[src/rtl/uart_rx_os16.sv]
// uart_rx_os16: 16x oversampling UART receiver with a valid/ready holding register.
// Bit timing restarts on every start edge. Each bit is decided by a 2-of-3 vote
// taken mid-bit. An optional parity bit follows D7.
//
// state    | meaning
// ---------+-----------------------------------------------------------
// IDLE     | line idle, waiting for a falling edge on the synchronized rx
// START    | qualifying the start bit; a high vote is treated as a glitch
// DATA     | shifting in D0..D7, LSB first
// PARITY   | checking the parity bit against the received byte
// STOP     | stop bit decided at mid-bit, then deliver or flag an error
// BREAK    | line held low after a framing error; wait for it to go high
module uart_rx_os16 #(
  parameter int OS_DIV       = 27,
  parameter int OS_DIV_WIDTH = 16,
  parameter int PARITY       = 0
) (
  input  logic       clock,
  input  logic       rst,
  input  logic       rx,
  output logic [7:0] rx_data,
  output logic       rx_valid,
  input  logic       rx_ready,
  output logic       frame_err,
  output logic       parity_err,
  output logic       overrun
);

  localparam logic [2:0] ST_IDLE   = 3'd0;
  localparam logic [2:0] ST_START  = 3'd1;
  localparam logic [2:0] ST_DATA   = 3'd2;
  localparam logic [2:0] ST_PARITY = 3'd3;
  localparam logic [2:0] ST_STOP   = 3'd4;
  localparam logic [2:0] ST_BREAK  = 3'd5;

  localparam logic [OS_DIV_WIDTH-1:0] DIV_LAST = OS_DIV_WIDTH'(OS_DIV - 1);
  localparam logic                    USE_PAR  = (PARITY != 0);
  localparam logic                    ODD_PAR  = (PARITY == 1);

  logic                    r_rx_meta;
  logic                    r_rx_sync;
  logic                    r_rx_prev;
  logic [2:0]              r_state;
  logic [OS_DIV_WIDTH-1:0] r_div_cnt;
  logic [3:0]              r_os_cnt;
  logic                    r_s7;
  logic                    r_s8;
  logic [2:0]              r_bit_idx;
  logic [7:0]              r_shreg;
  logic                    r_par_fail;
  logic                    r_deliver;
  logic [7:0]              r_rx_data;
  logic                    r_rx_valid;
  logic                    r_frame_err;
  logic                    r_parity_err;
  logic                    r_overrun;

  logic w_fall;
  logic w_tick;
  logic w_at9;
  logic w_at15;
  logic w_vote;
  logic w_par_exp;
  logic w_counting;

  assign w_fall     = r_rx_prev & ~r_rx_sync;
  assign w_tick     = (r_div_cnt == DIV_LAST);
  assign w_at9      = w_tick && (r_os_cnt == 4'd9);
  assign w_at15     = w_tick && (r_os_cnt == 4'd15);
  assign w_vote     = (r_s7 & r_s8) | (r_s7 & r_rx_sync) | (r_s8 & r_rx_sync);
  assign w_par_exp  = ODD_PAR ? ~(^r_shreg) : (^r_shreg);
  assign w_counting = (r_state != ST_IDLE) && (r_state != ST_BREAK);

  assign rx_data    = r_rx_data;
  assign rx_valid   = r_rx_valid;
  assign frame_err  = r_frame_err;
  assign parity_err = r_parity_err;
  assign overrun    = r_overrun;

  // Two-flop synchronizer plus a history flop for falling-edge detection; idles high.
  always_ff @(posedge clock or negedge rst) begin
    if (!rst) begin
      r_rx_meta <= 1'b1;
      r_rx_sync <= 1'b1;
      r_rx_prev <= 1'b1;
    end else begin
      r_rx_meta <= rx;
      r_rx_sync <= r_rx_meta;
      r_rx_prev <= r_rx_sync;
    end
  end

  // Oversample tick divider and 16-step bit phase; held at zero while not in a frame
  // so timing restarts from the start edge.
  always_ff @(posedge clock or negedge rst) begin
    if (!rst) begin
      r_div_cnt <= '0;
      r_os_cnt  <= 4'd0;
    end else if (!w_counting) begin
      r_div_cnt <= '0;
      r_os_cnt  <= 4'd0;
    end else if (w_tick) begin
      r_div_cnt <= '0;
      r_os_cnt  <= r_os_cnt + 4'd1;
    end else begin
      r_div_cnt <= r_div_cnt + OS_DIV_WIDTH'(1);
    end
  end

  // First two vote samples; the third one is the live synchronized value at phase 9.
  always_ff @(posedge clock or negedge rst) begin
    if (!rst) begin
      r_s7 <= 1'b0;
      r_s8 <= 1'b0;
    end else if (w_tick) begin
      if (r_os_cnt == 4'd7) r_s7 <= r_rx_sync;
      if (r_os_cnt == 4'd8) r_s8 <= r_rx_sync;
    end
  end

  // Frame sequencer: start qualification, data shift, parity check, stop decision.
  always_ff @(posedge clock or negedge rst) begin
    if (!rst) begin
      r_state      <= ST_IDLE;
      r_bit_idx    <= 3'd0;
      r_shreg      <= 8'h00;
      r_par_fail   <= 1'b0;
      r_deliver    <= 1'b0;
      r_frame_err  <= 1'b0;
      r_parity_err <= 1'b0;
    end else begin
      r_deliver    <= 1'b0;
      r_frame_err  <= 1'b0;
      r_parity_err <= 1'b0;
      case (r_state)
        ST_IDLE: begin
          if (w_fall) begin
            r_state    <= ST_START;
            r_par_fail <= 1'b0;
          end
        end
        ST_START: begin
          if (w_at9 && w_vote) begin
            r_state <= ST_IDLE;
          end else if (w_at15) begin
            r_state   <= ST_DATA;
            r_bit_idx <= 3'd0;
          end
        end
        ST_DATA: begin
          if (w_at9) r_shreg <= {w_vote, r_shreg[7:1]};
          if (w_at15) begin
            if (r_bit_idx == 3'd7) begin
              r_state <= USE_PAR ? ST_PARITY : ST_STOP;
            end else begin
              r_bit_idx <= r_bit_idx + 3'd1;
            end
          end
        end
        ST_PARITY: begin
          if (w_at9 && (w_vote != w_par_exp)) r_par_fail <= 1'b1;
          if (w_at15) r_state <= ST_STOP;
        end
        ST_STOP: begin
          if (w_at9) begin
            if (!w_vote) begin
              r_frame_err <= 1'b1;
              r_state     <= ST_BREAK;
            end else if (r_par_fail) begin
              r_parity_err <= 1'b1;
              r_state      <= ST_IDLE;
            end else begin
              r_deliver <= 1'b1;
              r_state   <= ST_IDLE;
            end
          end
        end
        ST_BREAK: begin
          if (r_rx_sync) r_state <= ST_IDLE;
        end
        default: r_state <= ST_IDLE;
      endcase
    end
  end

  // Holding register: load on delivery unless full and not being drained, which is an overrun.
  always_ff @(posedge clock or negedge rst) begin
    if (!rst) begin
      r_rx_data  <= 8'h00;
      r_rx_valid <= 1'b0;
      r_overrun  <= 1'b0;
    end else begin
      r_overrun <= 1'b0;
      if (r_deliver) begin
        if (!r_rx_valid || rx_ready) begin
          r_rx_data  <= r_shreg;
          r_rx_valid <= 1'b1;
        end else begin
          r_overrun <= 1'b1;
        end
      end else if (r_rx_valid && rx_ready) begin
        r_rx_valid <= 1'b0;
      end
    end
  end

endmodule

[config.mk]
export PLATFORM = sky130hd
export DESIGN_NAME = uart_rx_os16
export DESIGN_NICKNAME = d
export VERILOG_FILES = /design/src/rtl/uart_rx_os16.sv
export SDC_FILE = /design/constraint.sdc
export NUM_CORES = 1
export LEC_CHECK = 0
export ABC_AREA = 1
export CORE_ASPECT_RATIO = 0.75
export CORE_MARGIN = 2
export CORE_UTILIZATION = 48
export CTS_BUF_LIST = sky130_fd_sc_hd__clkbuf_2
export CTS_CLUSTER_DIAMETER = 30
export DETAILED_ROUTE_END_ITERATION = 12
export GPL_ROUTABILITY_DRIVEN = 0
export PLACE_DENSITY = 0.69
export SLEW_MARGIN = 20
export SYNTH_ARGS = -nofsm -noshare
export SYNTH_HDL_FRONTEND = slang
export SYNTH_SLANG_ARGS = --single-unit
[constraint.sdc]
create_clock -name clock -period 1.5 [get_ports clock]
set_input_delay 0.225 -clock clock [delete_from_list [all_inputs] [get_ports clock]]
set_output_delay 0.225 -clock clock [all_outputs]
set_load 0.02 [all_outputs]
======== Word-level counts from Yosys, hierarchy flattened ========
Cells that the tools add are included.
word-level totals
  memory bits (read-only) ................. 0
  bits in writable memories ............... 0
  memories kept ........................... 0
  flip-flop bits (word level) ............. 53
  word-level logic and storage cells ...... 113
  latch bits .............................. 0
cells by class
  multiplexer cells ....................... 38
  shifts and indexed selects .............. 0
  bitwise logic cells ..................... 7
  $add $sub $neg .......................... 3
  $mul .................................... 0
  eq/ne operators ......................... 26
  order comparisons ....................... 0
  divide/modulo/power cells ............... 0
  reduce and logical (&&, ||, !) cells .... 22
operators by type and width
  operator                 number
  $mux W3                  13
  $mux W16                 2
  $ne A2 B2 Y1 const B     11
  $mux W1                  18
  $pmux W3 S6              1
  $add A16 B1 Y16 const B  1
  $eq A16 B5 Y1 const B    1
  $eq A4 B4 Y1 const B     3
  $reduce_and A2 Y1        5
  $eq A3 B3 Y1 const B     3
  $mux W4                  2
  $reduce_xor A8 Y1        1
  $reduce_and A7 Y1        1
  $eq A3 B2 Y1 const B     2
  $logic_and A1 B1 Y1      6
  $ne A3 B3 Y1 const B     2
  $pmux W3 S2              1
  $reduce_bool A2 Y1       3
  $reduce_and A5 Y1        1
  $add A4 B1 Y4 const B    1
  $and A1 B1 Y1            4
  $eq A4 B3 Y1 const B     1
  $add A3 B1 Y3 const B    1
  $eq A3 B1 Y1 const B     1
  other kinds (10)         11

======== Depth between registers and ports, before layout ========
  depth in word-level cells ............... 7
  mapped depth ............................ 14

======== Worst setup path before layout ========
OpenSTA, ideal clock, no wires.
  path kind ............................... register to register
  start ................................... register r_div_cnt[0]
  end ..................................... register r_state[0]
  arrival time ............................ 1.436 ns
  setup slack ............................. -0.053 ns
  required time ........................... 1.383 ns
  period minus slack after synthesis ...... 1.553 ns
  path buffers ............................ 0
  stages on the path, launching flop included .. 12
  cell sequence ........................... dfrtp_1 > inv_1 > ha_1 > nand3_1 > nor2_4 > nand2_4 > nor3_4 > nand2_2 > nand2_2 > nand2_2 > nand2_1 > nand2_1
between the ends
  longest elaborated chain between the ends .. 5
RTL lines
  item                                                        RTL line  text
  start, declared                                             44        logic [OS_DIV_WIDTH-1:0] r_div_cnt;
  start signal, assigned                                      106       r_div_cnt <= r_div_cnt + OS_DIV_WIDTH'(1);
  $eq A16 B5 Y1 *                                             67        assign w_tick = (r_div_cnt == DIV_LAST);
  $logic_and A1 B1 Y1                                         68        assign w_at9 = w_tick && (r_os_cnt == 4'd9);
  $logic_and A1 B1 Y1                                         143       if (w_at9 && w_vote) begin
  $ne A3 B3 Y1 (no line) or $mux W3 (tied branches)           --
  $reduce_and A7 Y1 (no line) or $pmux W3 S6 (tied branches)  --
  end signal, assigned                                        154       r_state <= USE_PAR ? ST_PARITY : ST_STOP;
  end, declared                                               43        logic [2:0] r_state;
Mark *: on every way between the ends. The rest lies on a longest branch, timed or not.
A chain may end at the register's enable or synchronous reset.

======== Worst setup path in the final report ========
Same ends and word-level chain as after synthesis.

==> results.md <==
- Drt initial violations: 163
- Worst slack, placed: -0.1621 ns
- Initial Util: 50.40%
- DR DRC count: 0
- Core Region: 5439 µm²
- Max FO, Critical Path: 4
- Total Die Area: 6338 µm²
- Setup CP Type: reg2reg
- RSZ-0062 raised after global routing: yes
- Antenna-violating nets left: 0
- Power consumption: 3.929 mW
- Worst-skew pair later-pin latency: 0.47 ns
- Placed insts: 460
- Multi-input logic area: 1474 µm²
- Fin crit period: 1.773 ns
- Worst Setup End Kind: flip-flop
- Avg Inst Size Synth: 8.159 µm²
- Largest net degree at the start of global routing: 41
- Setup-failing EPs final: 37
- Most common cell after layout, fill and taps aside: nand2_1
- Max-slew violation count: 0
- CTS root buffer: clkbuf_2
- Cells after synthesis: 336
- Util after Layout: 69.20%
- Clock Tree Buf Depth: 2
- Vias in the first global route: 2280
- WL/cell: 13.41 µm
- Via count: 2443
- Clk_skew: 0.02968 ns
- Total global routing overflow: 0
- Aggregate routed wire length: 6517 µm
- Antenna violations before repair: 0
- Yosys reg bits: 53
- CP Cell Sequence: inv_1 -> ha_2 -> nand3_2 -> nor2_4 -> nand3_2 -> a21oi_2 -> nand2_4 -> nand2_1 -> nand2_1
- Static Leak: 1.759 nW
- Routed vias/inst: 5.027
- DP Wirelength: 4014 µm
- Layout cells sized above 1: 37.23%
- Highest Clock Rate: 564.0 MHz
- CTS Buf Count: 5
- Crit start category: flip-flop
- Register area: 1330 µm²
- Final WS setup: -0.2731 ns
- First-pass GRT wire length: 10250 µm
- Area growth from synthesis to layout: 37.29%
- Cell Area, Placed: 3274 µm²
- Post-Layout Cell Count: 486
- Design area: 3764 µm²
- Nets@finish: 421
- Status: finished, violations left
- Die height: 69.45 µm
- CTS tree: built
- Worst path required time: 1.88 ns
- GRT Total Usage: 19.64%
- Port buffer count: 15
- I/O pin count: 16
- Diodes inserted: 0
- Filler Cell Count: 430
- Sequential area share after synthesis: 48.52%
- Pre-antenna DRT Iters: 4
- Syn_nets: 347
- Slowest cell delay on critical path: 0.45 ns
- YS warnings: 0
- Slew @ Worst Pin: 0.4137 ns
- Hold Vio Cnt, Final: 0
- Cell Rows: 23
- Hold Path Class: in2reg
- Most frequent cells in the layout: nand2_1 (62), dfrtp_1 (50), buf_4 (46)
- Period utilisation layout: 118.2%
- Max cap viols: 0
- Critical Path AT: 2.15 ns
- Clk slew on worst S/H paths: 0.26 ns
- CTS H-tree depth: 2
- Relative slew slack: 72.42%
- Unique masters post-synth: 32
- Power Dens Cells: 1044 nW/µm²
- Syn Std Cell Area: 2741 µm²
- Slowest-stage cell, CP: dfrtp_1
- Max VDD drop: 794.6 µV
- # clock sinks: 53
- Die width: 91.27 µm
- Failing checks: negative setup slack
-- worst max-delay path, delay by kind of cell (launching register included) --
kind | cells | cell delay, ns
flops | 1 | 0.45
compound gates | 1 | 0.32
simple gates | 6 | 0.67
buf+inv | 1 | 0.07
fa+ha+maj | 1 | 0.19
-- metal layers --
metal	part of all wire (%)	GRT usage [%]
met5	0	0
met4	1.2	3.030
met3	3.4	3.261
met2	47	31.11
met1	48	29.11
-- cells in the mapped netlist --
cell      count  share of area (%)
nor3_4        1               0.59
nand2_2       3               0.68
nand3_1      17                3.1
xor2_1        9                2.9
nand3b_1      1               0.27
nor2_2        4               0.91
buf_2         2               0.37
a21oi_1       6                1.1
dfrtp_1      50                 46
nor3_2        1               0.37
inv_1        42                5.8
ha_1          7                3.2
nand3_2       2               0.73
xnor2_1       1               0.32
nand2_1      85                 12
a21oi_2       2               0.64
nor3b_2       2               0.91
nor2_1       37                5.1
o21ai_0      15                2.7
inv_2         7               0.96
dfstp_2       3                2.9
clkbuf_1      1               0.14
o21ai_1      13                2.4
nor3_1        7                1.3
nor3b_1       2               0.55
nand4_1       7                1.6
nand4_2       1               0.46
nand2_4       1               0.41
clkinv_1      1               0.14
nor4_1        2               0.46
nand3_4       1               0.64
nor2_4        3                1.2
-- area by class of cell --
class | instances | area share, %
Clock inverter | 3 | 1.164
Tap cell | 75 | 2.493
Clock buffer | 5 | 0.6649
Sequential cell | 53 | 35.34
Inverter | 50 | 5.386
Multi-Input combinational cell | 231 | 39.16
Timing Repair Buffer | 69 | 15.79
-- sequential cells by signal, indices dropped and copies added (netlist names) --
signal      flops
r_s7            1
r_div_cnt      16
r_deliver       1
r_par_fail      1
rx_valid        1
r_rx_sync       1
frame_err       1
r_shreg         8
r_os_cnt        4
r_rx_meta       1
r_bit_idx       3
parity_err      1
overrun         1
r_state         3
rx_data         8
r_rx_prev       1
r_s8            1
-- stage by stage --
stage | hold slack [ns] | TNS (ns)
CTS | 0.1285 | -1.395
global route | 0.1270 | -7.530
finish | 0.1338 | -5.313
floorplan | -0.07059 | -0.1329
global placement | 0.1435 | -1.033
detailed placement | 0.1521 | -1.886
-- kinds of logic (layout without fill, tap and decap cells) --
kind of cell	count (synthesis)	count (layout)	share of synthesized area (%)
simple gates	177	178	30.90
flops	53	53	48.52
buf+inv	53	127	7.348
compound gates	36	36	6.846
xor+xnor	10	10	3.195
fa+ha+maj	7	7	3.195
-- path summary, 6_finish.rpt --
path                       depth (start not counted)  slack (ns)    startpoint     endpoint
max                                                9       -0.27  r_div_cnt[0]   r_state[0]
min                                                1        0.13            rx    r_rx_meta
min in group asynchronous                          2        0.16           rst  r_os_cnt[3]
min reg2reg                                        0        0.38     r_rx_meta    r_rx_sync
max in group asynchronous                          3        0.81           rst    r_rx_prev
max reg2reg                                        9       -0.27  r_div_cnt[0]   r_state[0]
-- what timing repair did --
item	4_1_cts	5_1_grt
resized for setup	33	72
hold buffers	1	0
buffers inserted	7	10
hold endpoints to repair	51	0
pin swaps	11	31
endpoints found under the setup margin	35	42
cloned	1	0
-- power breakdown --
group          total [mW]  switching [mW]  internal, mW
Clock               0.780           0.495         0.286
Sequential           1.63           0.102          1.53
Combinational        1.52           0.949         0.568
Total                3.93            1.54          2.38
Note: power is estimated with default switching activity, not from simulation.
==> patch: new RTL, same flow settings <==
The parameter `OS_DIV_WIDTH` goes from 16 to 14.
--- a/src/rtl/uart_rx_os16.sv
+++ b/src/rtl/uart_rx_os16.sv
@@ -13,5 +13,5 @@
 module uart_rx_os16 #(
   parameter int OS_DIV       = 27,
-  parameter int OS_DIV_WIDTH = 16,
+  parameter int OS_DIV_WIDTH = 14,
   parameter int PARITY       = 0
 ) (
Behaviour: same outputs for any inputs over 10 cycles, from zero or initial values and one cycle with rst low; that may be too few to reach the edited logic, so the function may still have changed.
==> patch against the unedited design <==
The run still ends with setup timing left. Synthesized cell count decreased by 1.8%. Synthesized area decreased by 3.5%. Wire length decreased by 16%. Setup slack improved by 0.072 ns. Hold slack improved by 0.015 ns. Largest power group unchanged. Sequential cell count decreased by 2. Design area decreased by 9.4%. Total power decreased by 14%. Count of clock-buffer cells in the layout increased by 1. Clock skew decreased by 0.010 ns. Global-route usage decreased by 1.2 points.
==> patch: results (changes against the unedited design) <==
{
  "pwr": {
    "p_sw_share": {"value": 37.2, "unit": "%", "change": "-2.2 points"},
    "leakage": {"value": 1.66, "unit": "nW", "change": "-5.4%"},
    "worst_ir_drop_vdd": {"value": 0.837, "unit": "mV", "change": "+5.3%"}
  },
  "place": {
    "dp_hpwl": {"value": 3.75, "unit": "mm", "change": "-6.5%"},
    "dpl.cell_count": {"value": 449, "change": "-2.4%"}
  },
  "global_route": {
    "globalRouteTotalUtil": {"value": 18.5, "unit": "%", "change": "-1.2 points"},
    "grt_pass1_wl": {"value": 9.09, "unit": "mm", "change": "-11%"},
    "grt_start_max_net_pins": {"value": 52, "change": "+27%"}
  },
  "cells_and_area": {
    "design.final.nets": {"value": 401, "change": "-4.8%"},
    "fin_cells": {"value": 466, "change": "-4.1%"},
    "drive_above_1_share": {"value": 26.9, "unit": "%", "change": "-10 points"},
    "final.fill_count": {"value": 432, "change": "+0.47%"}
  },
  "yosys": {
    "synth.lib_cells_used.distinct": {"value": 33, "change": "+3.1%"},
    "synth_compound_area_share": {"value": 8.37, "unit": "%", "change": "+1.5 points"},
    "synth.cells.most_frequent": "sky130_fd_sc_hd__nand2_1, sky130_fd_sc_hd__dfrtp_1, sky130_fd_sc_hd__inv_1",
    "synth_sequential_area_ratio": {"value": 48.4, "unit": "%", "change": "-0.12 points"},
    "yosys.area_share.adder": {"value": 3.31, "unit": "%", "change": "+0.12 points"},
    "synth_top_cells_by_area": "sky130_fd_sc_hd__dfrtp_1, sky130_fd_sc_hd__nand2_1, sky130_fd_sc_hd__inv_1"
  },
  "timing": {
    "final_clock_skew": {"value": 0.0194, "unit": "ns", "change": "-0.0102 ns"},
    "worst_hold_slack": {"value": 0.148, "unit": "ns", "change": "+0.0147 ns"},
    "fin_ws": {"value": -0.201, "unit": "ns", "change": "+0.0723 ns"},
    "timing.max_slew.rel_slack": {"value": 71.0, "unit": "%", "change": "-1.4 points"},
    "timing.final.setup_violations": {"value": 25, "change": "-32%"}
  },
  "detailed_routing": {
    "vias_per_cell": {"value": 4.75, "change": "-5.6%"},
    "drt-wirelength-per-cell": {"value": 11.7, "unit": "um", "change": "-13%"},
    "drtIter0Drc": {"value": 60, "change": "-63%"}
  },
  "setup_path": {
    "critical_path_peak_fanout": {"value": 5, "change": "+1"},
    "worst_ep_arrival_time": {"value": 2.08, "unit": "ns", "change": "-0.07 ns"}
  },
  "status": {
    "run_status": "complete, but fails checks",
    "violated_checks": "setup timing"
  },
  "cts": {
    "clkLatencyLatePin": {"value": 0.44, "unit": "ns", "change": "-0.03 ns"}
  }
}
patch: cell families (layout without fill, tap and decap cells):
family / count (synthesis) / in the layout
AO/OA/AOI/OAI: 39 / 39
XOR/XNOR: 7 / 7
adder cells (fa/ha/maj): 7 / 7
buffers and inverters: 54 / 115
flip-flops: 51 / 51
AND/OR/NAND/NOR: 172 / 172
patch: through the flow:
step	cell area (sq um)	setup TNS, ns
after floorplan	2680	-0.0595
after global placement	3160	-0.559
after detailed placement	3160	-1.61
after CTS	3240	-1.58
after global routing	3410	-4.86
final	3410	-2.02
patch: critical path: stages (launching register included):
cell and delay [ns]:
sky130_fd_sc_hd__dfrtp_1 0.47, sky130_fd_sc_hd__inv_1 0.07, sky130_fd_sc_hd__ha_2 0.19, sky130_fd_sc_hd__nand3_2 0.10, sky130_fd_sc_hd__nor2_4 0.14, sky130_fd_sc_hd__nand3_4 0.12
sky130_fd_sc_hd__o21ai_4 0.20, sky130_fd_sc_hd__nand2_1 0.09, sky130_fd_sc_hd__nand2_2 0.10, sky130_fd_sc_hd__nand2_2 0.06, sky130_fd_sc_hd__nand2_1 0.06, sky130_fd_sc_hd__nand2_1 0.04
patch: per-layer routing:
metal	part of all wire, %	track usage (%)	up-vias	wire length [um]
met5	0	0	-	0
met4	1.6	5.77	0	90
met3	2.4	3.30	9	129
met2	47	31.5	27	2560
met1	49	24.5	1017	2680
li1	-	-	1159	-
patch: layout make-up:
class / count / area share [%]
multi-input cells: 225 / 38.8
clock inverters: 2 / 0.367
repair buffers: 57 / 14.0
flip-flops and latches: 51 / 37.5
inverters: 50 / 5.58
clock buffers: 6 / 0.880
well taps: 75 / 2.75
patch: timing repair:
action                                  4_1_cts  5_1_grt
pin swaps                                     2        8
hold buffers                                  1        0
endpoints found under the setup margin       40       39
resized for setup                            22       34
setup buffers                                 1        7
hold endpoints to repair                     51        0
patch: power by group through the flow:
stage                     registers [mW]  clock network, mW  logic (mW)
final                               1.54              0.552        1.29
after floorplan                     1.54                  0       0.598
after CTS                           1.53              0.582       0.997
after global routing                1.55              0.634        1.41
after global placement              1.56                  0       0.928
after detailed placement            1.56                  0       0.938
patch: worst paths after layout:
path                                                  to  cells after the start
worst max-delay path              r_state[0]$_DFFE_PN0P_                     11
min in group asynchronous       r_bit_idx[2]$_DFFE_PN0P_                      3
worst min register to register       r_rx_sync$_DFF_PN1_                      0
worst min-delay path                 r_rx_meta$_DFF_PN1_                      1
max in group asynchronous            r_rx_meta$_DFF_PN1_                      3
worst max register to register    r_state[0]$_DFFE_PN0P_                     11
